$ cat config.mk
export PLATFORM = sky130hd
export DESIGN_NAME = vga_text_timing_flat
export DESIGN_NICKNAME = d
export VERILOG_FILES = /design/src/rtl/vga_text_pkg.sv /design/src/rtl/vga_text_timing_if.sv /design/src/rtl/vga_text_timing_sync_counter.sv /design/src/rtl/vga_text_timing.sv /design/src/flat_wrapper.sv
export SDC_FILE = /design/constraint.sdc
export NUM_CORES = 1
export LEC_CHECK = 0
export BUFFER_PORTS_ARGS = -buffer_cell sky130_fd_sc_hd__buf_2
export CAP_MARGIN = 20
export CORE_ASPECT_RATIO = 0.9
export CORE_MARGIN = 1.5
export CORE_UTILIZATION = 45
export DETAILED_ROUTE_END_ITERATION = 10
export MAX_ROUTING_LAYER = met4
export PLACE_DENSITY = 0.66
export SLEW_MARGIN = 30
export SYNTH_ARGS = -nofsm -noshare
export SYNTH_HDL_FRONTEND = slang
export SYNTH_HIERARCHICAL = 1
export SYNTH_SLANG_ARGS = --single-unit
$ cat constraint.sdc
create_clock -name clk -period 2.4 [get_ports clk]
set_input_delay 0.12 -clock clk [delete_from_list [all_inputs] [get_ports clk]]
set_output_delay 0.12 -clock clk [all_outputs]
set_load 0.005 [all_outputs]
$ cat src/rtl/vga_text_pkg.sv
// Shared types and constants for the VGA text timing generator.
package vga_text_pkg;

    localparam int H_TOTAL = 800;
    localparam int V_TOTAL = 525;
    localparam int CELL_W  = 8;
    localparam int CELL_H  = 16;
    localparam logic [7:0] CURSOR_GLYPH = 8'hDB;

    typedef struct packed {
        logic       hs;
        logic       vs;
        logic       blank;
        logic [2:0] col;
        logic [3:0] row;
    } vga_timing_t;

    // Idle-state timing bits: syncs deasserted, picture blanked.
    localparam vga_timing_t TIMING_RESET = '{hs: 1'b1, vs: 1'b1, blank: 1'b1, col: 3'd0, row: 4'd0};

    // row*80 + col built from two shifts so no multiplier is inferred.
    function automatic logic [11:0] cell_addr(input logic [5:0] row, input logic [6:0] col);
        logic [11:0] r;
        r = {6'd0, row};
        return (r << 6) + (r << 4) + {5'd0, col};
    endfunction

endpackage

$ cat src/rtl/vga_text_timing_if.sv
// Bundle between the timing generator (master) and the text RAM / pixel stage (slave).
// Cursor signals exist only when TEXT_CURSOR_EN is defined.
interface vga_text_timing_if;
    logic [11:0] text_addr;
    logic [7:0]  text_data;
    logic        hsync;
    logic        vsync;
    logic        VGA_blank;
    logic [2:0]  columna;
    logic [3:0]  fila;
    logic [7:0]  caracter;
    logic        frame_start;
`ifdef TEXT_CURSOR_EN
    logic [6:0]  cursor_col;
    logic [4:0]  cursor_row;
`endif

    modport master (
        output text_addr, hsync, vsync, VGA_blank, columna, fila, caracter, frame_start,
        input  text_data
`ifdef TEXT_CURSOR_EN
        , input cursor_col, cursor_row
`endif
    );

    modport slave (
        input  text_addr, hsync, vsync, VGA_blank, columna, fila, caracter, frame_start,
        output text_data
`ifdef TEXT_CURSOR_EN
        , output cursor_col, cursor_row
`endif
    );
endinterface

$ cat src/rtl/vga_text_timing_sync_counter.sv
// Free-running pixel/line counters with raw (unregistered) sync, blank and frame-start.
module vga_sync_counter #(
    parameter int H_ACTIVE = 640,
    parameter int H_FP     = 16,
    parameter int H_SYNC   = 96,
    parameter int H_BP     = 48,
    parameter int V_ACTIVE = 480,
    parameter int V_FP     = 10,
    parameter int V_SYNC   = 2,
    parameter int V_BP     = 33
) (
    input  logic       clk,
    input  logic       rst_n,
    output logic [9:0] h_cnt,
    output logic [9:0] v_cnt,
    output logic       hs_raw,
    output logic       vs_raw,
    output logic       blank_raw,
    output logic       frame_start_raw
);
    localparam logic [9:0] H_LAST   = 10'(H_ACTIVE + H_FP + H_SYNC + H_BP - 1);
    localparam logic [9:0] V_LAST   = 10'(V_ACTIVE + V_FP + V_SYNC + V_BP - 1);
    localparam logic [9:0] H_VIS    = 10'(H_ACTIVE);
    localparam logic [9:0] V_VIS    = 10'(V_ACTIVE);
    localparam logic [9:0] HS_START = 10'(H_ACTIVE + H_FP);
    localparam logic [9:0] HS_END   = 10'(H_ACTIVE + H_FP + H_SYNC);
    localparam logic [9:0] VS_START = 10'(V_ACTIVE + V_FP);
    localparam logic [9:0] VS_END   = 10'(V_ACTIVE + V_FP + V_SYNC);

    // Advance the pixel counter; the end of the last line wraps both counters together.
    always_ff @(posedge clk) begin
        if (!rst_n) begin
            h_cnt <= '0;
            v_cnt <= '0;
        end else if (h_cnt == H_LAST) begin
            h_cnt <= '0;
            v_cnt <= (v_cnt == V_LAST) ? '0 : v_cnt + 10'd1;
        end else begin
            h_cnt <= h_cnt + 10'd1;
        end
    end

    assign hs_raw          = !((h_cnt >= HS_START) && (h_cnt < HS_END));
    assign vs_raw          = !((v_cnt >= VS_START) && (v_cnt < VS_END));
    assign blank_raw       = (h_cnt >= H_VIS) || (v_cnt >= V_VIS);
    assign frame_start_raw = (h_cnt == 10'd0) && (v_cnt == 10'd0);
endmodule

$ cat src/rtl/vga_text_timing.sv
// 640x480@60 text-mode timing front end: counters, text-RAM addressing and a
// two-stage alignment pipeline so every output lags the counters by 2 clk,
// matching the 1-clk read latency of the text RAM.
// Optional blinking block cursor is built when TEXT_CURSOR_EN is defined.
module vga_text_timing
    import vga_text_pkg::*;
#(
    parameter int H_ACTIVE = 640,
    parameter int H_FP     = 16,
    parameter int H_SYNC   = 96,
    parameter int H_BP     = 48,
    parameter int V_ACTIVE = 480,
    parameter int V_FP     = 10,
    parameter int V_SYNC   = 2,
    parameter int V_BP     = 33
`ifdef TEXT_CURSOR_EN
    , parameter int BLINK_FRAMES = 32
`endif
) (
    input  logic clk,
    input  logic rst_n,
    vga_text_timing_if.master bus
);
    logic [9:0]  h_cnt;
    logic [9:0]  v_cnt;
    logic        hs_raw;
    logic        vs_raw;
    logic        blank_raw;
    logic        frame_start_raw;
    vga_timing_t s1_timing;
    vga_timing_t s2_timing;
    logic [11:0] s1_addr;
    logic        s1_frame_start;
    logic        s2_frame_start;

    vga_sync_counter #(
        .H_ACTIVE(H_ACTIVE), .H_FP(H_FP), .H_SYNC(H_SYNC), .H_BP(H_BP),
        .V_ACTIVE(V_ACTIVE), .V_FP(V_FP), .V_SYNC(V_SYNC), .V_BP(V_BP)
    ) u_counter (
        .clk             (clk),
        .rst_n           (rst_n),
        .h_cnt           (h_cnt),
        .v_cnt           (v_cnt),
        .hs_raw          (hs_raw),
        .vs_raw          (vs_raw),
        .blank_raw       (blank_raw),
        .frame_start_raw (frame_start_raw)
    );

    // Stage 1: register timing bits and issue the text-RAM address (parked at 0 when blanked).
    always_ff @(posedge clk) begin
        if (!rst_n) begin
            s1_timing      <= TIMING_RESET;
            s1_addr        <= '0;
            s1_frame_start <= 1'b0;
        end else begin
            s1_timing      <= '{hs: hs_raw, vs: vs_raw, blank: blank_raw,
                                col: h_cnt[2:0], row: v_cnt[3:0]};
            s1_addr        <= blank_raw ? 12'd0 : cell_addr(v_cnt[9:4], h_cnt[9:3]);
            s1_frame_start <= frame_start_raw;
        end
    end

    // Stage 2: delay timing one more clk so it lines up with the RAM read data.
    always_ff @(posedge clk) begin
        if (!rst_n) begin
            s2_timing      <= TIMING_RESET;
            s2_frame_start <= 1'b0;
        end else begin
            s2_timing      <= s1_timing;
            s2_frame_start <= s1_frame_start;
        end
    end

    assign bus.text_addr   = s1_addr;
    assign bus.hsync       = s2_timing.hs;
    assign bus.vsync       = s2_timing.vs;
    assign bus.VGA_blank   = s2_timing.blank;
    assign bus.columna     = s2_timing.col;
    assign bus.fila        = s2_timing.row;
    assign bus.frame_start = s2_frame_start;

`ifdef TEXT_CURSOR_EN
    localparam logic [15:0] BLINK_LAST = 16'(BLINK_FRAMES - 1);

    logic [15:0] frame_cnt;
    logic        blink;
    logic        hit_raw;
    logic        s1_hit;
    logic        s2_hit;

    // Count frame starts and flip the blink phase every BLINK_FRAMES frames.
    always_ff @(posedge clk) begin
        if (!rst_n) begin
            frame_cnt <= '0;
            blink     <= 1'b0;
        end else if (frame_start_raw) begin
            if (frame_cnt == BLINK_LAST) begin
                frame_cnt <= '0;
                blink     <= ~blink;
            end else begin
                frame_cnt <= frame_cnt + 16'd1;
            end
        end
    end

    assign hit_raw = !blank_raw && blink &&
                     (h_cnt[9:3] == bus.cursor_col) &&
                     (v_cnt[9:4] == {1'b0, bus.cursor_row}) &&
                     (v_cnt[3:0] >= 4'd14);

    // Carry the cursor hit through both stages so it stays aligned with the RAM data.
    always_ff @(posedge clk) begin
        if (!rst_n) begin
            s1_hit <= 1'b0;
            s2_hit <= 1'b0;
        end else begin
            s1_hit <= hit_raw;
            s2_hit <= s1_hit;
        end
    end

    assign bus.caracter = s2_hit ? CURSOR_GLYPH : bus.text_data;
`else
    assign bus.caracter = bus.text_data;
`endif
endmodule

$ cat src/flat_wrapper.sv
// flat-port wrapper written by rule: the top's interface ports become plain ports
module vga_text_timing_flat import vga_text_pkg::*;
#(
    parameter int H_ACTIVE = 640,
    parameter int H_FP     = 16,
    parameter int H_SYNC   = 96,
    parameter int H_BP     = 48,
    parameter int V_ACTIVE = 480,
    parameter int V_FP     = 10,
    parameter int V_SYNC   = 2,
    parameter int V_BP     = 33

)
  (clk, rst_n, bus_text_addr, bus_hsync, bus_vsync, bus_VGA_blank, bus_columna, bus_fila, bus_caracter, bus_frame_start, bus_text_data);
  vga_text_timing_if bus_i ();
  input  logic clk;
  input  logic rst_n;
  output wire logic [$bits(bus_i.text_addr)-1:0] bus_text_addr;
  output wire logic [$bits(bus_i.hsync)-1:0] bus_hsync;
  output wire logic [$bits(bus_i.vsync)-1:0] bus_vsync;
  output wire logic [$bits(bus_i.VGA_blank)-1:0] bus_VGA_blank;
  output wire logic [$bits(bus_i.columna)-1:0] bus_columna;
  output wire logic [$bits(bus_i.fila)-1:0] bus_fila;
  output wire logic [$bits(bus_i.caracter)-1:0] bus_caracter;
  output wire logic [$bits(bus_i.frame_start)-1:0] bus_frame_start;
  input wire logic [$bits(bus_i.text_data)-1:0] bus_text_data;
  assign bus_text_addr = bus_i.text_addr;
  assign bus_hsync = bus_i.hsync;
  assign bus_vsync = bus_i.vsync;
  assign bus_VGA_blank = bus_i.VGA_blank;
  assign bus_columna = bus_i.columna;
  assign bus_fila = bus_i.fila;
  assign bus_caracter = bus_i.caracter;
  assign bus_frame_start = bus_i.frame_start;
  assign bus_i.text_data = bus_text_data;
  vga_text_timing #(.H_ACTIVE(H_ACTIVE), .H_FP(H_FP), .H_SYNC(H_SYNC), .H_BP(H_BP), .V_ACTIVE(V_ACTIVE), .V_FP(V_FP), .V_SYNC(V_SYNC), .V_BP(V_BP)) u_core (.clk(clk), .rst_n(rst_n), .bus(bus_i));
endmodule
==> out/metrics.yaml <==
setup_path:
  worst_ep_arrival_time_ns: 2.48
  cp.required_ns: 2.64
  crit_fanout: 7
  endpoint_kind: "register"
  start_kind: "register"
  crit_type: "register to register"
timing:
  worstMarginPinSlew_ns: 0.505
  slew_viol_final: 0
  fin_crit_ns: 2.24
  fmax_ghz: 0.447
  rsz0062_at_grt: "no"
  clock_skew_ns: 0.00947
  slew_headroom: 0.660
  period_share: 0.933
  tns_ns: 0
  setup_viol: 0
  finalHoldViolCount: 0
logic_synthesis:
  avgSynthCellArea_um2: 9.66
  synth_cell_type_count: 43
  seq_area_frac_synth: 0.453
  syn_inst: 247
  netlist_area_um2: 2390
  ys_seq_elements: 54
  syn_nets: 275
  yosys_warnings: 6
cells_and_area:
  num-fill-cells: 490
  n_antenna_cell: 0
  final_layout_size_suffix_gt1_frac: 0.164
  nNetsFinal: 295
  layout_commonest_cell: "dfxtp_1"
  layout.cells.non_filler: 333
  multi_input_area_um2: 1160
  seq_area_um2: 1080
  final_cell_mix: "54 x dfxtp_1, 24 x buf_2, 24 x nor2_1, 22 x and2_1, 16 x ha_1"
  syn_to_final_growth_pct: 9.91
power_and_ir_drop:
  p_leak_uw: 0.00109
  peakVddDrop_mv: 0.260
  power_density_nw_per_um2: 571
floorplanning:
  pin_count: 41
  die_area_um2: 5750
  die_h_um: 72.1
  start_util: 0.479
  die_w_um: 79.8
  rows: 24
  core_um2: 4980
routing:
  first_iter_violations: 109
  vias: 1704
  viasPerCell: 5.12
  ant_nets: 0
  routed_wl_mm: 4.08
  drt-pass1-iter-count: 7
  drc: 0
  wl_per_cell_um: 12.3
clock_network:
  clk_transition_reported_paths_ns: 0.10
  cts.sinks: 54
  htreeDepth: 2
  clockBufferDepth: 2
  cts_hold_buf: 0
  cts-root-buf: "clkbuf_8"
  cts_resized: 0
  cts_buffers: 5
  postCtsSetupRepairBufs: 0
  worstSkewPairLatency_ns: 0.31
  cts_tree: "yes"
global_routing:
  grt_pass1_vias: 1458
  grt_antenna_before_repair: 0
  grt_max_degree: 18
  track_usage: 0.158
  grt_pass1_wl_mm: 6.89
  overflow: 0
worst_hold_path:
  worstHoldPathType: "input port to register"
run:
  cap_violations: 0
placement:
  finalWeightedCongestion: 0.787
  place_inst: 325
  dp_hpwl_mm: 2.92
  portBuffers: 24
outcome:
  outcome: "finished clean"
power breakdown:
| part | leakage, uW | switching [uW] | total [uW] | internal (uW) |
|---|---|---|---|---|
| registers | 0.000437 | 7.37 | 916 | 908 |
| clock network | 0.0000514 | 300 | 538 | 238 |
| logic | 0.000604 | 25.7 | 43.4 | 17.6 |
worst max-delay path, stage by stage (launching register included):
cell	delay (ns)
dfxtp_1	0.44
or3b_1	0.50
or4_4	0.59
or4_1	0.48
a21oi_1	0.17
Yosys cell counts:
cell type / number / share of area
and3_1: 3 / 0.0079
nor3_1: 9 / 0.019
nand3_1: 9 / 0.019
o2111ai_1: 1 / 0.0037
or4_1: 3 / 0.0094
nor2_1: 24 / 0.038
nor4_1: 6 / 0.016
nor2b_4: 2 / 0.012
nor3b_1: 2 / 0.0063
or4b_2: 2 / 0.0084
o31a_1: 1 / 0.0037
a211oi_1: 4 / 0.013
a311oi_1: 1 / 0.0037
nand4_1: 3 / 0.0079
dfxtp_1: 54 / 0.45
o21ai_0: 5 / 0.010
nand2b_1: 5 / 0.013
fa_1: 2 / 0.017
and2_1: 22 / 0.058
or4_4: 1 / 0.0047
nand3b_1: 2 / 0.0063
o31ai_1: 2 / 0.0063
xnor2_1: 10 / 0.037
buf_2: 1 / 0.0021
a31o_2: 1 / 0.0037
ha_1: 16 / 0.084
buf_4: 10 / 0.031
or2b_1: 1 / 0.0031
mux2i_1: 3 / 0.013
or3_1: 2 / 0.0052
nand2_1: 10 / 0.016
inv_4: 1 / 0.0026
or3b_1: 1 / 0.0037
inv_1: 11 / 0.017
o211ai_1: 2 / 0.0063
a21o_1: 1 / 0.0031
nor4b_1: 1 / 0.0037
clkbuf_1: 4 / 0.0063
o21a_1: 1 / 0.0031
and2b_2: 1 / 0.0037
a21oi_1: 3 / 0.0063
nand4b_1: 2 / 0.0073
xor2_1: 2 / 0.0073
registers in the layout (all words and copies together) (netlist names), 3 cells and up:
name	count
u_core/bus.columna	3
u_core/bus.fila	4
u_core/bus.text_addr	12
u_core/s1_timing	10
u_core/u_counter/h_cnt	10
u_core/u_counter/v_cnt	10
routing by layer:
layer / global-route usage / share of wire / vias up
li1: - / - / 881
met1: 0.217 / 0.51 / 781
met2: 0.233 / 0.44 / 35
met3: 0.0340 / 0.037 / 7
met4: 0.0517 / 0.014 / 0
met5: - / 0 / -
metrics by stage:
step	utilization	hold slack, ns	instance area, um^2	worst slack [ns]	total power [uW]
final	0.526	0.120	2620	0.161	1500
after global routing	0.526	0.136	2620	0.0680	1580
after CTS	0.526	0.121	2620	0.178	1520
after detailed placement	0.506	0.240	2520	0.210	982
after global placement	0.506	0.240	2520	0.264	981
after floorplan	-	0.256	2390	0.323	977
area by class of cell:
type                       instances  area share
timing repair buffer              28      0.0573
sequential                        54       0.412
tap                               65      0.0310
inverter                          12      0.0181
clock inverter                     2     0.00668
multi-input combinational        166       0.443
clock buffer                       6      0.0315
logic make-up after synthesis:
logic type               Yosys count  share of synthesized area
buffers and inverters             27                     0.0598
AO/OA/AOI/OAI                     22                     0.0629
AND/OR/NAND/NOR                  111                      0.267
multiplexers                       3                     0.0126
adder cells (fa/ha/maj)           18                      0.101
XOR/XNOR                          12                     0.0440
flip-flops                        54                      0.453
worst paths after layout:
check                                                 to  cells past startpoint                                 start  slack [ns]
setup reg to reg  u_core/u_counter/v_cnt[9]$_SDFFE_PN0N_                      4  u_core/u_counter/h_cnt[4]$_SDFF_PP0_        0.16
hold reg to reg              u_core/bus.vsync$_SDFF_PN1_                      1        u_core/s1_timing[8]$_SDFF_PN1_        0.41
hold / removal               u_core/bus.hsync$_SDFF_PN1_                      2                                 rst_n        0.12
setup / recovery  u_core/u_counter/v_cnt[9]$_SDFFE_PN0N_                      4  u_core/u_counter/h_cnt[4]$_SDFF_PP0_        0.16
Note: power is estimated with default switching activity, not from simulation.
